--- config.mk ---
export PLATFORM = sky130hd
export DESIGN_NAME = seg7_scanner_flat
export DESIGN_NICKNAME = d
export VERILOG_FILES = /design/src/rtl/seg7_pkg.sv /design/src/rtl/seg7_scanner_if.sv /design/src/rtl/seg7_decode.sv /design/src/rtl/seg7_scanner_chk.sv /design/src/rtl/seg7_scanner.sv /design/src/flat_wrapper.sv
export SDC_FILE = /design/constraint.sdc
export NUM_CORES = 1
export LEC_CHECK = 0
export BUFFER_PORTS_ARGS = -buffer_cell sky130_fd_sc_hd__clkbuf_2
export CAP_MARGIN = 30
export CORE_ASPECT_RATIO = 1.1
export CORE_UTILIZATION = 47
export CTS_CLUSTER_SIZE = 10
export DETAILED_ROUTE_END_ITERATION = 12
export PLACE_DENSITY_LB_ADDON = 0.05
export SLEW_MARGIN = 10
export SYNTH_ARGS = -nofsm -noshare
export SYNTH_HDL_FRONTEND = slang
export SYNTH_HIERARCHICAL = 1
export SYNTH_SLANG_ARGS = --single-unit
--- constraint.sdc ---
create_clock -name clk -period 2.5 [get_ports clk]
set_input_delay 0.375 -clock clk [delete_from_list [all_inputs] [get_ports clk]]
set_output_delay 0.375 -clock clk [all_outputs]
set_load 0.03 [all_outputs]
--- src/rtl/seg7_pkg.sv ---
// Shared constants for the seven-segment scanner: pin idle levels,
// counter widths and the hex glyph table (a..g, active-high).
package seg7_pkg;

    localparam int DIG_W = 2;
    localparam int PWM_W = 4;

    localparam logic [7:0] SEG_OFF     = 8'hFF;
    localparam logic [3:0] AN_OFF      = 4'hF;
    localparam logic [7:0] SEG_DP_ONLY = 8'h7F;

    localparam logic [6:0] HEX_SEG [16] = '{
        7'h3F, 7'h06, 7'h5B, 7'h4F, 7'h66, 7'h6D, 7'h7D, 7'h07,
        7'h7F, 7'h6F, 7'h77, 7'h7C, 7'h39, 7'h5E, 7'h79, 7'h71
    };

endpackage

--- src/rtl/seg7_scanner_if.sv ---
// Display-register bundle from the peripheral block plus the display pins.
interface seg7_scanner_if;

    logic        enable;
    logic [15:0] value;
    logic [3:0]  dp_mask;
    logic        blank_lz;
    logic [3:0]  brightness;
    logic [3:0]  an;
    logic [7:0]  seg;
    logic        frame_start;

    modport master (
        output enable, value, dp_mask, blank_lz, brightness,
        input  an, seg, frame_start
    );

    modport slave (
        input  enable, value, dp_mask, blank_lz, brightness,
        output an, seg, frame_start
    );

endinterface

--- src/rtl/seg7_decode.sv ---
// Combinational hex nibble to a..g segment pattern (active-high).
module seg7_decode
    import seg7_pkg::*;
(
    input  logic [3:0] nibble_i,
    output logic [6:0] seg_o
);

    // Glyph lookup
    always_comb begin
        seg_o = HEX_SEG[nibble_i];
    end

endmodule

--- src/rtl/seg7_scanner_chk.sv ---
// Structural properties of the display pins; carries no functional logic.
module seg7_scanner_chk
    import seg7_pkg::*;
(
    input logic       clk,
    input logic       reset,
    input logic       enable_i,
    input logic [3:0] an_i,
    input logic [7:0] seg_i,
    input logic       frame_start_i
);

    a_an_legal: assert property (@(posedge clk) disable iff (reset)
        (an_i == AN_OFF) || $onehot(~an_i));

    a_dark_seg: assert property (@(posedge clk) disable iff (reset)
        (an_i == AN_OFF) |-> (seg_i == SEG_OFF));

    a_disabled_dark: assert property (@(posedge clk) disable iff (reset)
        !enable_i |=> (an_i == AN_OFF) && !frame_start_i);

endmodule

--- src/rtl/seg7_scanner.sv ---
// Four-digit multiplexed seven-segment driver with per-frame shadowing,
// leading-zero blanking and 16-step PWM brightness.
module seg7_scanner
    import seg7_pkg::*;
#(
    parameter int SUB_DIV = 1563
)(
    input  logic          clk,
    input  logic          reset,
    seg7_scanner_if.slave bus
);

    localparam int               SUB_W    = (SUB_DIV > 1) ? $clog2(SUB_DIV) : 1;
    localparam logic [SUB_W-1:0] SUB_LAST = SUB_W'(SUB_DIV - 1);
    localparam logic [SUB_W-1:0] SUB_ONE  = SUB_W'(1);
    localparam logic [SUB_W-1:0] SUB_ZERO = {SUB_W{1'b0}};

    logic [SUB_W-1:0] sub_cnt_q, sub_cnt_d;
    logic [PWM_W-1:0] pwm_ph_q, pwm_ph_d;
    logic [DIG_W-1:0] dig_q, dig_d;
    logic             run_q, run_d;
    logic [15:0]      sh_value_q, sh_value_d;
    logic [3:0]       sh_dp_q, sh_dp_d;
    logic             sh_lz_q, sh_lz_d;
    logic [3:0]       sh_bright_q, sh_bright_d;
    logic [3:0]       an_q, an_d;
    logic [7:0]       seg_q, seg_d;
    logic             frame_start_q, frame_start_d;

    logic       sub_wrap_s, pwm_wrap_s, frame_end_s, load_s;
    logic [3:0] nibble_s;
    logic [6:0] glyph_s;
    logic       blank3_s, blank2_s, blank1_s;
    logic [3:0] blank_s;
    logic       slot_on_s;
    logic [3:0] an_sel_s;

    // Counter wrap detection and shadow-load strobe
    always_comb begin
        sub_wrap_s  = (sub_cnt_q == SUB_LAST);
        pwm_wrap_s  = sub_wrap_s && (pwm_ph_q == {PWM_W{1'b1}});
        frame_end_s = pwm_wrap_s && (dig_q == {DIG_W{1'b1}});
        // run_q low means the first enabled edge: restart and resample inputs
        load_s      = bus.enable && (!run_q || frame_end_s);
    end

    // Scan counter next state; held at zero while disabled or restarting
    always_comb begin
        sub_cnt_d = sub_cnt_q;
        pwm_ph_d  = pwm_ph_q;
        dig_d     = dig_q;
        run_d     = bus.enable;
        if (!bus.enable || !run_q) begin
            sub_cnt_d = SUB_ZERO;
            pwm_ph_d  = {PWM_W{1'b0}};
            dig_d     = {DIG_W{1'b0}};
        end else if (sub_wrap_s) begin
            sub_cnt_d = SUB_ZERO;
            pwm_ph_d  = pwm_ph_q + PWM_W'(1);
            if (pwm_wrap_s) begin
                dig_d = dig_q + DIG_W'(1);
            end else begin
                dig_d = dig_q;
            end
        end else begin
            sub_cnt_d = sub_cnt_q + SUB_ONE;
        end
    end

    // Shadow registers capture the display register once per frame
    always_comb begin
        sh_value_d  = sh_value_q;
        sh_dp_d     = sh_dp_q;
        sh_lz_d     = sh_lz_q;
        sh_bright_d = sh_bright_q;
        if (load_s) begin
            sh_value_d  = bus.value;
            sh_dp_d     = bus.dp_mask;
            sh_lz_d     = bus.blank_lz;
            sh_bright_d = bus.brightness;
        end else begin
            sh_value_d  = sh_value_q;
            sh_dp_d     = sh_dp_q;
            sh_lz_d     = sh_lz_q;
            sh_bright_d = sh_bright_q;
        end
    end

    // Nibble of the digit currently being scanned
    always_comb begin
        case (dig_q)
            2'd0:    nibble_s = sh_value_q[3:0];
            2'd1:    nibble_s = sh_value_q[7:4];
            2'd2:    nibble_s = sh_value_q[11:8];
            2'd3:    nibble_s = sh_value_q[15:12];
            default: nibble_s = 4'h0;
        endcase
    end

    seg7_decode u_decode (
        .nibble_i (nibble_s),
        .seg_o    (glyph_s)
    );

    // Leading-zero blanking cascades down from the most significant digit
    always_comb begin
        blank3_s = sh_lz_q && (sh_value_q[15:12] == 4'h0);
        blank2_s = blank3_s && (sh_value_q[11:8] == 4'h0);
        blank1_s = blank2_s && (sh_value_q[7:4] == 4'h0);
        blank_s  = {blank3_s, blank2_s, blank1_s, 1'b0};
    end

    // Pin values for the next cycle; anode and segments always move together
    always_comb begin
        slot_on_s     = bus.enable && run_q && (pwm_ph_q < sh_bright_q);
        an_sel_s      = ~(4'b0001 << dig_q);
        an_d          = AN_OFF;
        seg_d         = SEG_OFF;
        frame_start_d = load_s;
        if (slot_on_s && !blank_s[dig_q]) begin
            an_d  = an_sel_s;
            seg_d = ~{sh_dp_q[dig_q], glyph_s};
        end else if (slot_on_s && sh_dp_q[dig_q]) begin
            an_d  = an_sel_s;
            seg_d = SEG_DP_ONLY;
        end else begin
            an_d  = AN_OFF;
            seg_d = SEG_OFF;
        end
    end

    // State, shadow and output registers
    always_ff @(posedge clk or posedge reset) begin
        if (reset) begin
            sub_cnt_q     <= SUB_ZERO;
            pwm_ph_q      <= {PWM_W{1'b0}};
            dig_q         <= {DIG_W{1'b0}};
            run_q         <= 1'b0;
            sh_value_q    <= 16'h0000;
            sh_dp_q       <= 4'h0;
            sh_lz_q       <= 1'b0;
            sh_bright_q   <= 4'h0;
            an_q          <= AN_OFF;
            seg_q         <= SEG_OFF;
            frame_start_q <= 1'b0;
        end else begin
            sub_cnt_q     <= sub_cnt_d;
            pwm_ph_q      <= pwm_ph_d;
            dig_q         <= dig_d;
            run_q         <= run_d;
            sh_value_q    <= sh_value_d;
            sh_dp_q       <= sh_dp_d;
            sh_lz_q       <= sh_lz_d;
            sh_bright_q   <= sh_bright_d;
            an_q          <= an_d;
            seg_q         <= seg_d;
            frame_start_q <= frame_start_d;
        end
    end

    assign bus.an          = an_q;
    assign bus.seg         = seg_q;
    assign bus.frame_start = frame_start_q;

    seg7_scanner_chk u_chk (
        .clk           (clk),
        .reset         (reset),
        .enable_i      (bus.enable),
        .an_i          (an_q),
        .seg_i         (seg_q),
        .frame_start_i (frame_start_q)
    );

endmodule

--- src/flat_wrapper.sv ---
// flat-port wrapper written by rule: the top's interface ports become plain ports
module seg7_scanner_flat import seg7_pkg::*;
#(
    parameter int SUB_DIV = 1563
)
  (clk, reset, bus_enable, bus_value, bus_dp_mask, bus_blank_lz, bus_brightness, bus_an, bus_seg, bus_frame_start);
  seg7_scanner_if bus_i ();
  input  logic clk;
  input  logic reset;
  input wire logic [$bits(bus_i.enable)-1:0] bus_enable;
  input wire logic [$bits(bus_i.value)-1:0] bus_value;
  input wire logic [$bits(bus_i.dp_mask)-1:0] bus_dp_mask;
  input wire logic [$bits(bus_i.blank_lz)-1:0] bus_blank_lz;
  input wire logic [$bits(bus_i.brightness)-1:0] bus_brightness;
  output wire logic [$bits(bus_i.an)-1:0] bus_an;
  output wire logic [$bits(bus_i.seg)-1:0] bus_seg;
  output wire logic [$bits(bus_i.frame_start)-1:0] bus_frame_start;
  assign bus_i.enable = bus_enable;
  assign bus_i.value = bus_value;
  assign bus_i.dp_mask = bus_dp_mask;
  assign bus_i.blank_lz = bus_blank_lz;
  assign bus_i.brightness = bus_brightness;
  assign bus_an = bus_i.an;
  assign bus_seg = bus_i.seg;
  assign bus_frame_start = bus_i.frame_start;
  seg7_scanner #(.SUB_DIV(SUB_DIV)) u_core (.clk(clk), .reset(reset), .bus(bus_i));
endmodule
==> run metrics <==
Yosys warnings=6; IO Count=41; total power draw=1970 uW; Int Power=1450 uW; Avg Inst Size Synth=11.7 um^2; Placed Area=3190 um^2; area grow syn2layout=15.3%; mapped cell area=2870 um^2; main flop type after synthesis=dfrtp_1; most frequent cells in the layout=dfrtp_1, clkbuf_2, inv_1, nor2_1, nand3_1; Critical R2R Capture=u_core/bus.seg[3]$_DFF_PP1_; final instance area=3310 um^2; Initial Utilization=0.491; Overflow after GRT=0; final-report hold violation count=0; Synth area leader=dfrtp_1; EDFF count, synth=0; CP Capture Type=flop; worst reg2reg path startpoint=u_core/dig_q[0]$_DFFE_PP0P_; Critical Path Fanout Max=5; number of clock sinks=56; Final WS setup=0.141 ns; Clock Power Share=0.302; crit path launch type=flop; Period Utilization, post-route=0.943; unrepaired setup endpoints after global routing=false; total wire length=5.45 mm; Post-Syn Instances=245; Post-route DRC=0; initial antenna violation count=0; CP startpoint=u_core/dig_q[0]$_DFFE_PP0P_; Seq pwr share=0.525; maximum vdd drop=355 uV; Die Y=83.9 um; Worst EP required=2.75 ns; Sw Share=0.260; ranking of synthesized cells by area=dfrtp_1, dfstp_2, ha_1; Final TNS setup=0 ns; Hold-fix buffers, CTS=0; Worst-path clk slew=0.10 ns; largest net degree at the start of global routing=24; top-area cell type share of the netlist area=0.384; per-cell routed wire length=14.6 um; crit path DAT=2.61 ns; clk_lat worst skew=0.31 ns; ANT cells=0; DRT Pass-1 Iters=4; Worst Hold Class=input port to asynchronous set/reset pin; Net Switching=512 uW; Die Span X=76.5 um; final slew viol count=0; gpl congestion=0.725; max cap viols=0; Fill cells=536; Slew @ Worst Pin=0.958 ns; worst reg-to-reg setup slack=0.14 ns; 1st-iter DRT viols=58; final setup vio count=0; synth unique cells=44; Final ANT Viol Nets=0; Comb pwr share=0.174; first-pass GRT wire length=9.35 mm; detailed-route via count=1953; clk root buf=clkbuf_8; Pleak=0.00151 uW; fraction of registers with async set/reset=1.00; skew final=0.0104 ns; Avg Vias per Cell=5.22; fraction of layout cells with a size suffix above 1=0.333; Num CTS Buffers=5; synthesized net count=291; Clock Tree Buf Depth=2; Global Route Usage Sum=0.185; Worst slew margin=0.361; vias in the first global route=1965; TritonCTS clock tree=yes; Power Density=594 nW/um^2; Seq/Total Area, Yosys=0.494; core area=5840 um^2; Total Die Area=6420 um^2; status=finished clean; final core occ=0.566; DP HPWL=4.02 mm; commonest non-fill, non-tap cell in the layout=dfrtp_1; type of the worst setup path=flop to flop; number of buffers added on ports=40; Row Count=29; synthesized flop and latch total=56; layout net count=342; worst slack, placed=0.152 ns; R2R depth=8; H-tree depth=2; minimum clock period=2.36 ns; Highest Clock Rate=424 MHz
## registers in the layout, summed over array words and instances (netlist names), 2 cells and up
name and count:
u_core/bus.an 4, u_core/bus.seg 8, u_core/dig_q 2, u_core/pwm_ph_q 4
u_core/sh_bright_q 4, u_core/sh_dp_q 4, u_core/sh_value_q 16, u_core/sub_cnt_q 11
## layout make-up
type / count / area, um^2 / area share
clock buffer: 6 / 72.6 / 0.0219
clock inverter: 2 / 35.0 / 0.0106
inverter: 20 / 75.1 / 0.0227
multi-input combinational: 161 / 1310 / 0.396
sequential: 56 / 1420 / 0.428
tap: 77 / 96.3 / 0.0291
timing repair buffer: 52 / 303 / 0.0916
## metal layers
layer	share of wire	GRT usage
met2	0.47	0.296
met4	0.013	0.0524
met1	0.49	0.257
met5	0	0
met3	0.036	0.0328
## Yosys cell counts (2+ instances only)
cell type  count
dfrtp_1       44
inv_1         20
nor2_1        19
ha_1          18
nand3_1       18
nand2_1       14
dfstp_2       12
mux2_4        11
xnor2_1       11
mux2_2         8
mux2i_1        8
o21ai_0        8
nor3_1         6
a21oi_1        4
a222oi_1       4
nor4_1         4
buf_6          3
clkbuf_1       2
mux2_1         2
nand2b_1       2
or2_2          2
or4_1          2
xor2_1         2
## worst max-delay path, cell delays in order (launching register included)
cell and delay (ns):
dfrtp_1 0.41, inv_1 0.11, ha_1 0.26, a222oi_1 0.38
mux2i_1 0.16, inv_1 0.15, ha_1 0.27, mux4_1 0.50
nand2_1 0.07
## how the worst max path moves through the flow
stage / depth (start not counted) / end
4_1_cts: 9 / u_core/bus.seg[3]$_DFF_PP1_
6_report: 8 / u_core/bus.seg[3]$_DFF_PP1_
3_5_place_dp: 9 / u_core/bus.seg[3]$_DFF_PP1_
5_1_grt: 9 / u_core/bus.seg[3]$_DFF_PP1_
3_3_place_gp: 9 / u_core/bus.seg[3]$_DFF_PP1_
2_1_floorplan: 8 / u_core/bus.seg[3]$_DFF_PP1_
## logic make-up after synthesis
group,share of synthesized area
AO/OA/AOI/OAI,0.0655
XOR/XNOR,0.0397
adder cells (fa/ha/maj),0.0785
buffers and inverters,0.0506
flip-flops,0.494
multiplexers,0.142
AND/OR/NAND/NOR,0.130
## power by group through the flow
stage | registers, uW | logic [uW] | clock network (uW)
detailed placement | 1050 | 344 | 0
global route | 1040 | 380 | 636
CTS | 1030 | 346 | 609
finish | 1030 | 341 | 593
global placement | 1050 | 338 | 0
floorplan | 1060 | 227 | 0
## through the flow
stage | std cells | hold slack, ns
CTS | 373 | 0.0344
floorplan | 245 | 0.406
detailed placement | 365 | 0.382
global placement | 365 | 0.381
global route | 374 | 0.0542
finish | 374 | 0.0211
## repair_timing
action / CTS / global route
gates resized for setup: 0 / 1
setup endpoints to repair: 0 / 3
endpoints found under the hold margin: 0 / 0
setup buffers: 0 / 1
(Power assumes the default switching activity.)
